<file path="config.mk">
export PLATFORM = sky130hd
export DESIGN_NAME = board_input_loader
export DESIGN_NICKNAME = d
export VERILOG_FILES = /design/src/rtl/board_pkg.sv /design/src/rtl/board_input_loader_btn_debounce.sv /design/src/rtl/board_input_loader.sv
export SDC_FILE = /design/constraint.sdc
export NUM_CORES = 1
export LEC_CHECK = 0
export ABC_AREA = 1
export CAP_MARGIN = 20
export CORE_UTILIZATION = 55
export CTS_CLUSTER_SIZE = 10
export DETAILED_ROUTE_END_ITERATION = 8
export PLACE_DENSITY = 0.81
export SLEW_MARGIN = 20
export SYNTH_ARGS = -nofsm -noshare
export SYNTH_HDL_FRONTEND = slang
export SYNTH_SLANG_ARGS = --single-unit
</file>
<file path="constraint.sdc">
create_clock -name clk -period 1.8 [get_ports clk]
set_input_delay 0.18 -clock clk [delete_from_list [all_inputs] [get_ports clk]]
set_output_delay 0.18 -clock clk [all_outputs]
set_load 0.05 [all_outputs]
</file>
<file path="src/rtl/board_pkg.sv">
// ----------------------------------------------------------------------------
// board_pkg
// Shared definitions for the board input loader:
//   - mode FSM state encoding
//   - push-button index constants (swb bit positions)
//   - slide-switch field bit positions used by the captures and flag load
//   - packing function for the control word shown on the display
// ----------------------------------------------------------------------------
package board_pkg;

    typedef enum logic [2:0] {
        ST_VIEW_RES  = 3'd0,
        ST_VIEW_A    = 3'd1,
        ST_VIEW_B    = 3'd2,
        ST_VIEW_CTRL = 3'd3,
        ST_EDIT      = 3'd4
    } mode_e;

    localparam int NUM_BTN  = 6;
    localparam int BTN_A    = 0;  // button 1: operand A select / capture
    localparam int BTN_B    = 1;  // button 2: shifter data select / capture
    localparam int BTN_CTRL = 2;  // button 3: control fields select / capture
    localparam int BTN_HOLD = 3;  // button 4 (S): flag hold level
    localparam int BTN_NZCV = 4;  // button 5: flag register load
    localparam int BTN_MODE = 5;  // button 6: EDIT <-> VIEW toggle

    localparam int SW_ALU_MSB  = 31;
    localparam int SW_ALU_LSB  = 28;
    localparam int SW_SOP_MSB  = 26;
    localparam int SW_SOP_LSB  = 24;
    localparam int SW_SNUM_MSB = 23;
    localparam int SW_SNUM_LSB = 16;
    localparam int SW_N        = 24;  // switch 8
    localparam int SW_Z        = 16;  // switch 16
    localparam int SW_C        = 8;   // switch 24
    localparam int SW_V        = 0;   // switch 32

    // Each flag occupies the low bit of its own hex digit so it reads as 0/1
    // on the seven-segment display.
    function automatic logic [31:0] pack_ctrl(
        input logic [3:0] alu_op,
        input logic [2:0] shift_op,
        input logic [7:0] shift_num,
        input logic [3:0] nzcv
    );
        return {alu_op, 1'b0, shift_op, shift_num,
                3'b000, nzcv[3], 3'b000, nzcv[2],
                3'b000, nzcv[1], 3'b000, nzcv[0]};
    endfunction

endpackage

</file>
<file path="src/rtl/board_input_loader_btn_debounce.sv">
// ----------------------------------------------------------------------------
// btn_debounce
// One push button: 2-FF synchronizer, stability counter and rising-edge pulse.
// Ports:
//   clk, rst_n  : board clock, asynchronous active-low reset
//   i_btn       : raw button level (asynchronous to clk)
//   o_level     : accepted (debounced) level
//   o_press     : one-cycle pulse on each accepted rising edge
// ----------------------------------------------------------------------------
module btn_debounce #(
    parameter int DB_CYCLES = 1_000_000,
    parameter int CNT_W     = 20
) (
    input  logic clk,
    input  logic rst_n,
    input  logic i_btn,
    output logic o_level,
    output logic o_press
);

    localparam logic [CNT_W-1:0] CNT_LAST = CNT_W'(DB_CYCLES - 1);

    logic             r_sync1;
    logic             r_sync2;
    logic             r_level;
    logic             r_level_q;
    logic             r_press;
    logic [CNT_W-1:0] r_cnt;

    always_ff @(posedge clk or negedge rst_n) begin
        if (!rst_n) begin
            r_sync1   <= 1'b0;
            r_sync2   <= 1'b0;
            r_level   <= 1'b0;
            r_level_q <= 1'b0;
            r_press   <= 1'b0;
            r_cnt     <= '0;
        end else begin
            r_sync1   <= i_btn;
            r_sync2   <= r_sync1;
            r_level_q <= r_level;
            r_press   <= r_level & ~r_level_q;
            // The counter tracks consecutive disagreeing cycles; the last one
            // of the run flips the accepted level.
            if (r_sync2 == r_level) begin
                r_cnt <= '0;
            end else if (r_cnt == CNT_LAST) begin
                r_level <= r_sync2;
                r_cnt   <= '0;
            end else begin
                r_cnt <= r_cnt + CNT_W'(1);
            end
        end
    end

    assign o_level = r_level;
    assign o_press = r_press;

endmodule

</file>
<file path="src/rtl/board_input_loader.sv">
// ----------------------------------------------------------------------------
// board_input_loader
// Clocked front end for the test board's slide switches and push buttons.
// Buttons are synchronized, debounced and turned into press pulses; a mode
// FSM captures the switches into operand/control registers (EDIT) or selects
// the word sent to the display driver (VIEW states).
// Ports:
//   clk, rst_n          : board clock, asynchronous active-low reset
//   sw[31:0]            : raw slide switches (sw[31] = switch 1)
//   swb[5:0]            : raw buttons, active-high (swb[0] = button 1)
//   f[31:0], nzcv[3:0]  : ALU result and flags, display sources
//   a_reg, shift_data   : captured operand words
//   alu_op, shift_op,
//   shift_num           : captured control fields
//   flag_hold           : debounced button 4 level
//   nzcv_load, nzcv_val : button 5 pulse and synchronized flag switches
//   edit_mode           : high while in EDIT
//   disp_data           : registered word for the display driver
// ----------------------------------------------------------------------------
module board_input_loader
    import board_pkg::*;
#(
    parameter int DB_CYCLES = 1_000_000,
    parameter int CNT_W     = 20
) (
    input  logic        clk,
    input  logic        rst_n,
    input  logic [31:0] sw,
    input  logic [5:0]  swb,
    input  logic [31:0] f,
    input  logic [3:0]  nzcv,
    output logic [31:0] a_reg,
    output logic [31:0] shift_data,
    output logic [3:0]  alu_op,
    output logic [2:0]  shift_op,
    output logic [7:0]  shift_num,
    output logic        flag_hold,
    output logic        nzcv_load,
    output logic [3:0]  nzcv_val,
    output logic        edit_mode,
    output logic [31:0] disp_data
);

    logic [31:0]        r_sw_s1;
    logic [31:0]        r_sw_s2;
    logic [NUM_BTN-1:0] w_level;
    logic [NUM_BTN-1:0] w_press;

    mode_e       r_state;
    logic        r_edit_mode;
    logic [31:0] r_a_reg;
    logic [31:0] r_shift_data;
    logic [3:0]  r_alu_op;
    logic [2:0]  r_shift_op;
    logic [7:0]  r_shift_num;
    logic [31:0] r_disp_data;

    always_ff @(posedge clk or negedge rst_n) begin
        if (!rst_n) begin
            r_sw_s1 <= '0;
            r_sw_s2 <= '0;
        end else begin
            r_sw_s1 <= sw;
            r_sw_s2 <= r_sw_s1;
        end
    end

    for (genvar g = 0; g < NUM_BTN; g++) begin : g_btn
        btn_debounce #(
            .DB_CYCLES (DB_CYCLES),
            .CNT_W     (CNT_W)
        ) u_db (
            .clk     (clk),
            .rst_n   (rst_n),
            .i_btn   (swb[g]),
            .o_level (w_level[g]),
            .o_press (w_press[g])
        );
    end

    // Captures and selections are decided from the state held before this
    // edge; the mode button still toggles in the same cycle and its target
    // state overrides any selection.
    always_ff @(posedge clk or negedge rst_n) begin
        if (!rst_n) begin
            r_state      <= ST_VIEW_RES;
            r_edit_mode  <= 1'b0;
            r_a_reg      <= '0;
            r_shift_data <= '0;
            r_alu_op     <= '0;
            r_shift_op   <= '0;
            r_shift_num  <= '0;
            r_disp_data  <= '0;
        end else begin
            if (r_state == ST_EDIT) begin
                if (w_press[BTN_A]) begin
                    r_a_reg <= r_sw_s2;
                end else if (w_press[BTN_B]) begin
                    r_shift_data <= r_sw_s2;
                end else if (w_press[BTN_CTRL]) begin
                    r_alu_op    <= r_sw_s2[SW_ALU_MSB:SW_ALU_LSB];
                    r_shift_op  <= r_sw_s2[SW_SOP_MSB:SW_SOP_LSB];
                    r_shift_num <= r_sw_s2[SW_SNUM_MSB:SW_SNUM_LSB];
                end
                if (w_press[BTN_MODE]) begin
                    r_state     <= ST_VIEW_RES;
                    r_edit_mode <= 1'b0;
                end
            end else begin
                if (w_press[BTN_MODE]) begin
                    r_state     <= ST_EDIT;
                    r_edit_mode <= 1'b1;
                end else if (w_press[BTN_A]) begin
                    r_state <= ST_VIEW_A;
                end else if (w_press[BTN_B]) begin
                    r_state <= ST_VIEW_B;
                end else if (w_press[BTN_CTRL]) begin
                    r_state <= ST_VIEW_CTRL;
                end
            end

            case (r_state)
                ST_VIEW_A:    r_disp_data <= r_a_reg;
                ST_VIEW_B:    r_disp_data <= r_shift_data;
                ST_VIEW_CTRL: r_disp_data <= pack_ctrl(r_alu_op, r_shift_op,
                                                       r_shift_num, nzcv);
                ST_EDIT:      r_disp_data <= r_sw_s2;
                default:      r_disp_data <= f;
            endcase
        end
    end

    assign a_reg      = r_a_reg;
    assign shift_data = r_shift_data;
    assign alu_op     = r_alu_op;
    assign shift_op   = r_shift_op;
    assign shift_num  = r_shift_num;
    assign flag_hold  = w_level[BTN_HOLD];
    assign nzcv_load  = w_press[BTN_NZCV];
    assign nzcv_val   = {r_sw_s2[SW_N], r_sw_s2[SW_Z], r_sw_s2[SW_C], r_sw_s2[SW_V]};
    assign edit_mode  = r_edit_mode;
    assign disp_data  = r_disp_data;

endmodule

</file>
==> results.cfg <==
[placed_design]
placed_area_um2 = 16700
pre_cts_ws_ps = 111
globalplace.congestion = 0.920
io_buffers = 193
dpl.hpwl_um = 22900

[sta]
rsz0062_at_grt = false
finalSetupViolCount = 0
fin_ws_ps = 154
tightest_slew_ps = 722
fin_tns_setup_ps = 0
max_freq_ghz = 0.608
finalHoldViolCount = 0
skew_ps = 20.3
slew_headroom = 0.518
finalMaxSlewViolations = 0
min_period_ps = 1650
finalCritPeriodShare = 0.914

[outcome]
outcome = complete, no violations

[logic_synthesis]
ys_seq_elements = 327
async_reset_ff_frac = 1.00
syn_area_per_cell_um2 = 8.83
ys_warn_count = 0
ys.flop_type = dfrtp_1
ys_top_cells_by_area = dfrtp_1 (57%), nand2_1 (8.8%), nor2_1 (7.6%), inv_1 (4.7%), nand3_1 (3.9%)
seq_area_frac_synth = 0.570
synthesis.area_um2 = 14400
synth.distinct_cells = 35
syn-num-nets = 1708
synth_area_leader_cell = dfrtp_1
syn_inst = 1626
post-synth-top-area-fraction = 0.570
synth_edf_count = 0

[route]
drc = 0
via_per_inst = 5.21
drtIter0Drc = 810
post_drt_wl_per_cell_um = 15.1
postRouteAntennaNets = 0
wl_um = 33000
vias = 11400
drt_first_pass_iters = 5

[global_route]
overflow = 0
grt.total_usage = 0.259
antenna_found_initial = 1
grt_pass1_wl_um = 55300
grt_max_degree = 65
grt_pass1_vias = 11400

[layout]
drive_above_1_share = 0.0859
stdcell_area_um2 = 17700
largest_reg_flops = 120
fillCellCount = 1964
nets = 1923
areaGrowthSynthToFinish_pct = 23.1
largest-register = g_btn.u_db.r_cnt

[job]
maxCapViolCount = 0

[setup_path]
reg2reg_slack_ps = 170
critPathMaxFanout = 3
endpoint_kind = output port
critPathKind = reg2out
cp_cell_sequence = dlygate4sd2_1
crit_required_ps = 1620
cp-start-kind = flip-flop
critPathBufInv = 1
arrival_ps = 1470
slowest_stage = dlygate4sd2_1
cp_top_family = buffers and inverters
crit_path_max_incr_delay_ps = 570

[clocking]
cts.clk_slew.worst_paths_ps = 50
cts_tree = built
cts-buffers-inserted = 39
cts-root-buf = clkbuf_16
cts_htree_levels = 2
clk_latency_ps = 520
cts_num_sinks = 327
cts_buffer_depth = 3

[floorplanning]
die_w_um = 164
io_pins = 194
die_h_um = 164
die-area_um2 = 26700
start_util = 0.565
fp.coreArea_um2 = 25400
rows = 58

[power_and_ir_drop]
vdd_drop_max_mv = 0.697
p_leak_nw = 8.24
powerDensity_nw_per_um2 = 863

[hold_path]
hold_class = in2reg
[worst paths after layout]
| check | cells past startpoint | end | from |
|---|---|---|---|
| min in group asynchronous | 2 | shift_num[0] | rst_n |
| worst min-delay path | 1 | r_sw_s1[21] | sw[21] |
| max in group asynchronous | 3 | a_reg[13] | rst_n |
| worst min register to register | 0 | r_sw_s2[22] | r_sw_s1[22] |
| worst max register to register | 7 | shift_data[17] | r_state[0] |
| worst max-delay path | 1 | alu_op[3] | alu_op[3] |
[cells in the mapped netlist (all sizes together), types with 10 or more instances]
master,n
a21oi,25
buf,35
dfrtp,327
inv,192
nand2,349
nand3,123
nand4,17
nor2,311
nor3,10
o21ai,116
o22ai,26
xnor2,26
xor2,46
[cells by family after synthesis]
group / share of synthesized area
AND/OR/NAND/NOR: 0.246
buffers and inverters: 0.0667
XOR/XNOR: 0.0450
flip-flops: 0.570
adder cells (fa/ha/maj): 0.00523
AO/OA/AOI/OAI: 0.0668
[where the power goes]
| group | switching [mW] | internal [mW] | leakage [nW] | total, mW |
|---|---|---|---|---|
| clock | 2.74 | 4.16 | 0.544 | 6.91 |
| sequential | 0.0733 | 7.51 | 4.30 | 7.59 |
| combinational | 0.479 | 0.278 | 3.39 | 0.757 |
[cell type report]
| class | instances | area [um2] | share of cell area |
|---|---|---|---|
| timing repair buffer | 212 | 2020 | 0.114 |
| clock buffer | 48 | 1080 | 0.0612 |
| clock inverter | 2 | 25.0 | 0.00142 |
| sequential | 327 | 8180 | 0.463 |
| inverter | 192 | 723 | 0.0409 |
| antenna | 1 | 2.50 | 0.000142 |
| tap | 330 | 413 | 0.0234 |
| multi-input combinational | 1069 | 5220 | 0.296 |
[cell usage in the layout, fill, tap and decap left out, drive strengths merged, types with 26 or more instances in the layout]
cell and n:
dfrtp 327, clkdlybuf4s50 74, buf 33, xor2 46
nand3 123, inv 193, clkbuf 48, o22ai 26
o21ai 116, dlygate4sd2 104, xnor2 26, nand2 349
nor2 311
[stage by stage]
stage | util | hold slack (ps) | instances | total power, mW
3_3_place_gp | 0.656 | 130 | 2129 | 8.49
4_1_cts | 0.695 | 84.2 | 2180 | 15.4
3_5_place_dp | 0.656 | 134 | 2129 | 8.51
5_1_grt | 0.696 | 87.2 | 2181 | 15.8
6_report | 0.696 | 98.1 | 2181 | 15.3
2_1_floorplan | - | -116 | 1626 | 8.02
[metal layers]
metal  up-vias  wire length [um]  track usage
li1       5535                 -            -
met1      5412             14100        0.330
met2       340             16000        0.443
met3        67              1990       0.0470
met4         0               998       0.0926
met5         -                 0            0
[timing repair]
action                                  CTS  global route
hold buffers                              1             0
resized for setup                       104             1
endpoints found under the hold margin   203             0
buffers inserted                          0             0
endpoints found under the setup margin  104            12
No activity file was read; power rests on OpenSTA's default activity.
